File: config.mk
export PLATFORM = sky130hd
export DESIGN_NAME = div_issue_ctrl
export DESIGN_NICKNAME = d
export VERILOG_FILES = /design/src/rtl/muldiv_pkg.sv /design/src/rtl/div_special_case.sv /design/src/rtl/div_issue_ctrl.sv
export SDC_FILE = /design/constraint.sdc
export NUM_CORES = 1
export LEC_CHECK = 0
export ABC_AREA = 1
export ABC_CLOCK_PERIOD_IN_PS = 1460
export CAP_MARGIN = 25
export CORE_MARGIN = 1.5
export CORE_UTILIZATION = 38
export CTS_CLUSTER_SIZE = 8
export DETAILED_ROUTE_END_ITERATION = 7
export PLACE_DENSITY = 0.88
export SYNTH_ARGS = -nofsm -noshare
export SYNTH_HDL_FRONTEND = slang
export SYNTH_SLANG_ARGS = --single-unit
File: constraint.sdc
create_clock -name clk -period 1.46 [get_ports clk]
set_clock_uncertainty 0.1 [all_clocks]
set_input_delay 0.292 -clock clk [delete_from_list [all_inputs] [get_ports clk]]
set_output_delay 0.292 -clock clk [all_outputs]
set_load 0.02 [all_outputs]
File: src/rtl/muldiv_pkg.sv
// rtl/muldiv_pkg.sv - shared types and funct3 encodings for the divide issue sequencer
package muldiv_pkg;

  typedef enum logic [2:0] {
    IDLE  = 3'd0,
    START = 3'd1,
    BUSY  = 3'd2,
    DONE  = 3'd3,
    DRAIN = 3'd4
  } div_state_t;

  localparam logic [2:0] F3_DIV  = 3'b100;
  localparam logic [2:0] F3_DIVU = 3'b101;
  localparam logic [2:0] F3_REM  = 3'b110;
  localparam logic [2:0] F3_REMU = 3'b111;

  function automatic logic f3_is_unsigned(input logic [2:0] f3);
    return f3[0];
  endfunction

  function automatic logic f3_is_rem(input logic [2:0] f3);
    return f3[1];
  endfunction

endpackage

File: src/rtl/div_special_case.sv
// rtl/div_special_case.sv - resolves divide-by-zero and signed overflow without the divider
module div_special_case
  import muldiv_pkg::*;
#(
  parameter int DATA_WIDTH = 32
) (
  input  logic [DATA_WIDTH-1:0] op1,
  input  logic [DATA_WIDTH-1:0] op2,
  input  logic [2:0]            funct3,
  output logic                  is_special,
  output logic [DATA_WIDTH-1:0] special_result
);

  localparam logic [DATA_WIDTH-1:0] MOST_NEG = {1'b1, {(DATA_WIDTH-1){1'b0}}};

  logic div_by_zero;
  logic overflow;

  always_comb begin
    div_by_zero    = (op2 == '0);
    overflow       = ~f3_is_unsigned(funct3) & (op1 == MOST_NEG) & (op2 == '1);
    is_special     = div_by_zero | overflow;
    special_result = '0;
    if (div_by_zero) begin
      special_result = f3_is_rem(funct3) ? op1 : '1;
    end else if (overflow) begin
      special_result = f3_is_rem(funct3) ? '0 : MOST_NEG;
    end
  end

endmodule

File: src/rtl/div_issue_ctrl.sv
// rtl/div_issue_ctrl.sv - issues DIV/REM to a multi-cycle divider and stalls EX until the result is ready
module div_issue_ctrl
  import muldiv_pkg::*;
#(
  parameter int DATA_WIDTH = 32
) (
  input  logic                  clk,
  input  logic                  rst_n,
  input  logic                  ex_valid,
  input  logic                  ex_is_div,
  input  logic [2:0]            funct3,
  input  logic [DATA_WIDTH-1:0] op1,
  input  logic [DATA_WIDTH-1:0] op2,
  input  logic                  flush,
  output logic                  div_start,
  output logic [DATA_WIDTH-1:0] div_dividend,
  output logic [DATA_WIDTH-1:0] div_divisor,
  output logic                  div_signed,
  input  logic                  div_ready,
  input  logic [DATA_WIDTH-1:0] div_quotient,
  input  logic [DATA_WIDTH-1:0] div_remainder,
  output logic                  stall,
  output logic                  md_valid,
  output logic [DATA_WIDTH-1:0] md_result
);

  div_state_t state_q, state_d;

  logic [DATA_WIDTH-1:0] dividend_q, dividend_d;
  logic [DATA_WIDTH-1:0] divisor_q, divisor_d;
  logic [DATA_WIDTH-1:0] result_q, result_d;
  logic                  signed_q, signed_d;
  logic                  rem_sel_q, rem_sel_d;

  logic                  issue;
  logic                  is_special;
  logic [DATA_WIDTH-1:0] special_result;

  assign issue = ex_valid & ex_is_div & ~flush;

  div_special_case #(
    .DATA_WIDTH(DATA_WIDTH)
  ) u_special (
    .op1           (op1),
    .op2           (op2),
    .funct3        (funct3),
    .is_special    (is_special),
    .special_result(special_result)
  );

  always_ff @(posedge clk or negedge rst_n) begin
    if (!rst_n) begin
      state_q <= IDLE;
    end else begin
      state_q <= state_d;
    end
  end

  // A flush in START still launches the divider, so it must be drained like a flush in BUSY.
  always_comb begin
    state_d = state_q;
    case (state_q)
      IDLE:    if (issue) state_d = is_special ? DONE : START;
      START:   state_d = flush ? DRAIN : BUSY;
      BUSY: begin
        if (flush) begin
          state_d = DRAIN;
        end else if (div_ready) begin
          state_d = DONE;
        end
      end
      DONE:    state_d = IDLE;
      DRAIN:   if (div_ready) state_d = IDLE;
      default: state_d = IDLE;
    endcase
  end

  always_comb begin
    div_start = 1'b0;
    stall     = 1'b0;
    md_valid  = 1'b0;
    case (state_q)
      IDLE:  stall = issue;
      START: begin
        div_start = 1'b1;
        stall     = 1'b1;
      end
      BUSY:  stall = 1'b1;
      DONE:  md_valid = ~flush;
      DRAIN: stall = ex_valid & ex_is_div;
      default: stall = 1'b0;
    endcase
  end

  always_comb begin
    dividend_d = dividend_q;
    divisor_d  = divisor_q;
    result_d   = result_q;
    signed_d   = signed_q;
    rem_sel_d  = rem_sel_q;
    if (state_q == IDLE && issue) begin
      if (is_special) begin
        result_d = special_result;
      end else begin
        dividend_d = op1;
        divisor_d  = op2;
        signed_d   = ~f3_is_unsigned(funct3);
        rem_sel_d  = f3_is_rem(funct3);
      end
    end else if (state_q == BUSY && div_ready && !flush) begin
      result_d = rem_sel_q ? div_remainder : div_quotient;
    end
  end

  always_ff @(posedge clk or negedge rst_n) begin
    if (!rst_n) begin
      dividend_q <= '0;
      divisor_q  <= '0;
      result_q   <= '0;
      signed_q   <= 1'b0;
      rem_sel_q  <= 1'b0;
    end else begin
      dividend_q <= dividend_d;
      divisor_q  <= divisor_d;
      result_q   <= result_d;
      signed_q   <= signed_d;
      rem_sel_q  <= rem_sel_d;
    end
  end

  assign div_dividend = dividend_q;
  assign div_divisor  = divisor_q;
  assign div_signed   = signed_q;
  assign md_result    = result_q;

endmodule
# Word-level counts from Yosys, hierarchy flattened
# Index checks and enable logic that the tools add are counted.
[totals]
output_inout_bits = 100
word_cells = 53
reg_bits = 101
in_bits = 137
[op_classes]
n_mux = 18
eq_ne = 10
n_bitwise = 8
reduce_logical = 11
[op_table]
columns = ["cell", "count"]
rows = [
  ["32-bit 2-to-1 mux", 8],
  ["32-bit equality test (second input constant)", 2],
  ["32-bit zero test", 1],
  ["3-bit 2-to-1 mux", 5],
  ["3-bit one-hot mux with 4 select lines", 1],
  ["3-bit by 2-bit equality test with 1-bit output (second input constant)", 2],
  ["2-bit inequality test (second input constant)", 3],
  ["1-bit bitwise AND", 4],
  ["2-bit AND reduction", 2],
  ["3-bit by 1-bit equality test with 1-bit output (second input constant)", 1],
  ["3-bit equality test (second input constant)", 1],
  ["1-bit logical AND", 3],
  ["3-bit zero test", 1],
  ["3-bit inequality test (second input constant)", 1],
  ["1-bit NOT", 3],
  ["1-bit one-hot mux with 3 select lines", 1],
  ["3-bit AND reduction", 1],
  ["1-bit 2-to-1 mux", 2],
  ["2-bit 2-to-1 mux", 1],
  ["2-bit nonzero test", 1],
  ["2-bit OR reduction", 1],
  ["1-bit zero test", 1],
  ["1-bit OR", 1],
]

# Logic depth before layout (Yosys ltp)
[depth]
depth_word = 7
mapped_depth = 13

# Hierarchy
# A second synthesis with hierarchy kept.
[unflattened]
cells_unflattened = 821
area_unflattened_um2 = 5631.7
[modules_own_cells]
columns = ["mod", "cells_per_inst", "seq_area_each_um2", "area_per_inst_um2", "n_inst"]
rows = [
  ["div_issue_ctrl", 668, 2527.4, 4914.7, 1],
  ["div_special_case", 153, 0.0, 716.9, 1],
]

# Worst setup path after synthesis
# OpenSTA, ideal clock, no wires.
[synth_path]
kind = "register to output"
startpoint = "reg state_q[1]"
endpoint = "out stall"
setup_slack_ps = -267
arrival_time_ps = 1335
stages_incl_launch_ff = 6
t_required_ps = 1068
n_path_buf = 0
cell_sequence = "dfrtp_1 > nor3_1 > inv_1 > nand2_1 > inv_1 > nand3_1"
[synth_via]
elab_chain_cells = 3
elab_cells_between_ends = 6
cone_classes = "eq/ne: 3; mux: 1; reduce/logical: 2"
[synth_lines]
columns = ["element", "line_no", "rtl"]
rows = [
  ["start, declared", "div_issue_ctrl.sv:27", "div_state_t state_q, state_d;"],
  ["start signal, assigned", "div_issue_ctrl.sv:55", "state_q <= state_d;"],
  ["3-bit by 2-bit equality test with 1-bit output / 3-bit by 1-bit equality test with 1-bit output (equally long branches)", "div_issue_ctrl.sv:82", "case (state_q)"],
  ["2-bit OR reduction (no line)", "--", ""],
  ["1-bit one-hot mux with 3 select lines (*)", "div_issue_ctrl.sv:82", ""],
  ["end, declared", "div_issue_ctrl.sv:22", "output logic stall,"],
]
# Mark *: on every way between the ends. The rest lies on a longest branch, timed or not.

# Final worst setup path
[layout_path]
startpoint = "in ex_is_div"
endpoint = "reg result_q[8], in the netlist md_result[8]"
[layout_via]
elab_chain_cells = 5
elab_cells_between_ends = 7
cone_classes = "eq/ne: 1; mux: 1; bitwise: 2; reduce/logical: 3"
[layout_lines]
columns = ["element", "line_no", "rtl"]
rows = [
  ["start, declared", "div_issue_ctrl.sv:10", "input logic ex_is_div,"],
  ["1-bit bitwise AND (*) (2 in series)", "div_issue_ctrl.sv:39", "assign issue = ex_valid & ex_is_div & ~flush;"],
  ["1-bit logical AND (*)", "div_issue_ctrl.sv:101", "if (state_q == IDLE && issue) begin"],
  ["2-bit inequality test (no line) / 2-bit nonzero test (equally long branches)", "--", ""],
  ["2-bit AND reduction (no line)", "--", ""],
  ["end signal, assigned", "div_issue_ctrl.sv:125", "result_q <= result_d;"],
  ["end, declared", "div_issue_ctrl.sv:31", "logic [DATA_WIDTH-1:0] result_q, result_d;"],
]
# Marks and branches as above.
# A chain may end at the register's enable or synchronous reset.

==> impl_results.md <==
* Final setup vio count at roughly 100
* Combinational Power Share at 0.557
* Clk sink count at between 100 and 150
* YS warnings at 0
* Commonest non-fill, non-tap cell in the layout: dfrtp_1
* Worst-skew pair later-pin latency at about 0.35 ns
* Max Clk Rate at 533.7 MHz
* Failing checks: setup timing
* Synthesized area at between 5000 and 6000 um^2
* CP max FO at 7
* Psw at 7773 uW
* LEAKAGE at ~0.0049 uW
* Slew Limit Fails at 0
* HP Class: input port to flip-flop
* Buffer depth of the longest clock path at 2
* Fin nets at about 1200
* Area grow syn2layout at 85.07%
* Setup_tns at -33.66 ns
* Reg power frac at 0.312
* Vias in the first global route at 6140
* Seq/Total Area, Yosys at 0.4743
* Layout cell share with drive strength beyond 1 at 0.3852
* Buffers on Ports at about 240
* Final Critical Period at around 1.9 ns
* CTS Root Cell: clkbuf_16
* Largest family of logic cells by synthesized area: simple AND/OR/NAND/NOR gates
* Worst vdd ir at 0.001144 V
* Post-DP HPWL at roughly 14000 um
* Simple-gate share of the synthesized area at 0.2273
* Die area at roughly 15000 um^2
* Mux contribution to synthesized area at 0
* ANT nets after route at 0
* Final WL at about 23000 um
* Post-synth EDFFs at 0
* Residual DRC count at 0
* Power per standard cell area at ~1800 nW/um^2
* Layout Utilization at 0.7160
* Compound-Gate Fraction of Synth Area at 0.1735
* Pin count of the biggest net entering global routing at 47
* Place WS at -0.8955 ns
* H-Tree Depth at 3
* Fin worst setup slack at -0.4136 ns
* Total power at between 15000 and 20000 uW
* Commonest cells after routing, fill and taps aside: dfrtp_1 (100), inv_1 (98), nand2_1 (96), clkdlybuf4s50_1 (68), nand2_2 (65)
* Cell variety after synth at 25
* Switching part of the total at 0.4456
* Max_cap viols at 0
* CTS tree: built
* CP required at between 1.5 and 2 ns
* First-pass GRT wire length at around 32000 um
* Avg Cell Area, Syn at 7.432 um^2
* DRT iter0 DRCs at a little over 500
* CP endpoint kind: flip-flop
* Core footprint at approximately 14000 um^2
* Critical path class: input port to flip-flop
* Vias at 6361
* Inserted Clock Buffers at 9
* # rows at 43
* Global placer's final weighted congestion at just under 0.9
* Syn Inst Count at roughly 720
* Period utilization at 1.283
* Avg WL per Cell at approximately 18 um
* Crit start category: input port
* Status: complete, but fails checks
* Initial antenna violation count at 2
* Post-synthesis adder-cell area fraction at 0
* XOR/XNOR share of the synthesized area at 0
* Total GRT Usage at 0.2895
* Unrepaired setup endpoints after global routing: true
* Cell internal pwr at 9669 uW
* Worst slew margin at 0.7518
* Initial core utilization at 0.3869
* Width of the die at 121.4 um
* CTS clk-pin slew, worst paths at approximately 0.070 ns
* Asr flop ratio synth at 1.000
* Clock share of power at 0.130
* I/O pin count at 237
* Global route overflow at 0
* Top_reg_cell synth: dfrtp_1
* Synth Net Count at about 850
* Avg Vias per Cell at 5.201
* Final hold violations at 0
* Initial DRT Pass Iterations at 6
* Fill count at slightly above 1000
* Die Ht at between 100 and 150 um
* Tightest Pin Transition at between 0.3 and 0.4 ns
* FF+latch count, synth at between 100 and 150
* Crit path arrival time at roughly 2.0 ns
-- critical path: stages --
cell and delay [ns]:
clkdlybuf4s50_1 0.51, nand3_2 0.14, nor2_4 0.16, buf_6 0.11
inv_4 0.04, buf_8 0.12, o31ai_4 0.06, buf_12 0.16
nand2_8 0.12, buf_12 0.18, nand2_2 0.05, nand2_1 0.05
-- power by group through the flow --
stage / combinational, uW / clock [uW] / sequential [uW]
floorplan: 2470 / 0 / 6490
CTS: 8890 / 2310 / 5100
global placement: 8130 / 0 / 4990
detailed placement: 8350 / 0 / 5020
finish: 9720 / 2280 / 5450
global route: 10300 / 2410 / 5580
-- metrics by stage --
| step | instances | instance area, um^2 | hold WS [ns] |
|---|---|---|---|
| 4_1_cts | 1212 | 9607 | 0.1646 |
| 3_5_place_dp | 1155 | 8369 | 0.1080 |
| 5_1_grt | 1223 | 9862 | 0.1213 |
| 3_3_place_gp | 1155 | 8369 | 0.1047 |
| 6_report | 1223 | 9862 | 0.1198 |
| 2_1_floorplan | 717 | 5339 | -0.1036 |
-- synthesized netlist by cell type, types with 4 or more instances --
library cell	number	area, um^2
buf_6	4	45.04
o21ai_1	26	130.1
buf_4	10	75.07
nand3_1	39	195.2
o211ai_1	31	232.7
dfrtp_1	101	2527
buf_2	14	70.07
nor2_1	41	153.9
inv_2	4	15.01
inv_1	106	397.9
o21ai_0	103	515.5
nor3_1	8	40.04
clkbuf_1	13	48.80
nand2_1	201	754.5
-- logic make-up (layout without fill, tap and decap cells) --
family | after synthesis | after routing
simple gates | 297 | 297
compound gates | 165 | 165
buf+inv | 154 | 478
flops | 101 | 101
other cells | 0 | 2
-- path summary, 6_finish.rpt --
kind | depth (start not counted) | start | slack (ns) | end
setup / recovery | 12 | ex_is_div | -0.41 | md_result[8]$_DFFE_PN0P_
hold reg to reg | 2 | md_result[24]$_DFFE_PN0P_ | 0.38 | md_result[24]$_DFFE_PN0P_
max in group asynchronous | 3 | rst_n | 0.43 | div_dividend[11]$_DFFE_PN0P_
min in group asynchronous | 2 | rst_n | 0.27 | div_divisor[11]$_DFFE_PN0P_
setup reg to reg | 12 | state_q[2]$_DFFE_PN0P_ | -0.41 | md_result[8]$_DFFE_PN0P_
hold / removal | 3 | op2[12] | 0.12 | div_divisor[12]$_DFFE_PN0P_
-- final cells by class --
cell class,instances,area (um^2),share of cell area
tap,180,225.2,0.02284
clock inverter,5,36.28,0.003679
timing repair buffer,352,3487,0.3536
antenna,2,5.005,0.0005075
clock buffer,10,239.0,0.02423
inverter,111,421.7,0.04276
sequential,101,2529,0.2564
multi-input combinational,462,2919,0.2960
-- layer usage --
metal  track usage  wire (um)  vias up
met5             0          0        -
met1        0.3562       8640     3034
met3       0.05498       1676       68
met4        0.1397        859        0
li1              -          -     2940
met2        0.4873      11340      319
-- flip-flops by register name (all words and copies together), names as in the netlist --
signal        cells
div_divisor      32
div_dividend     32
rem_sel_q         1
div_signed        1
state_q           3
md_result        32
-- repair_timing --
| action | CTS | global route |
|---|---|---|
| pin swaps | 41 | 29 |
| endpoints found under the hold margin | 20 | 0 |
| gates resized for setup | 430 | 265 |
| gates cloned | 16 | 5 |
| setup endpoints to repair | 200 | 160 |
| setup buffers | 30 | 15 |
| hold buffers | 1 | 0 |
Power figures use the tool's default switching activity.
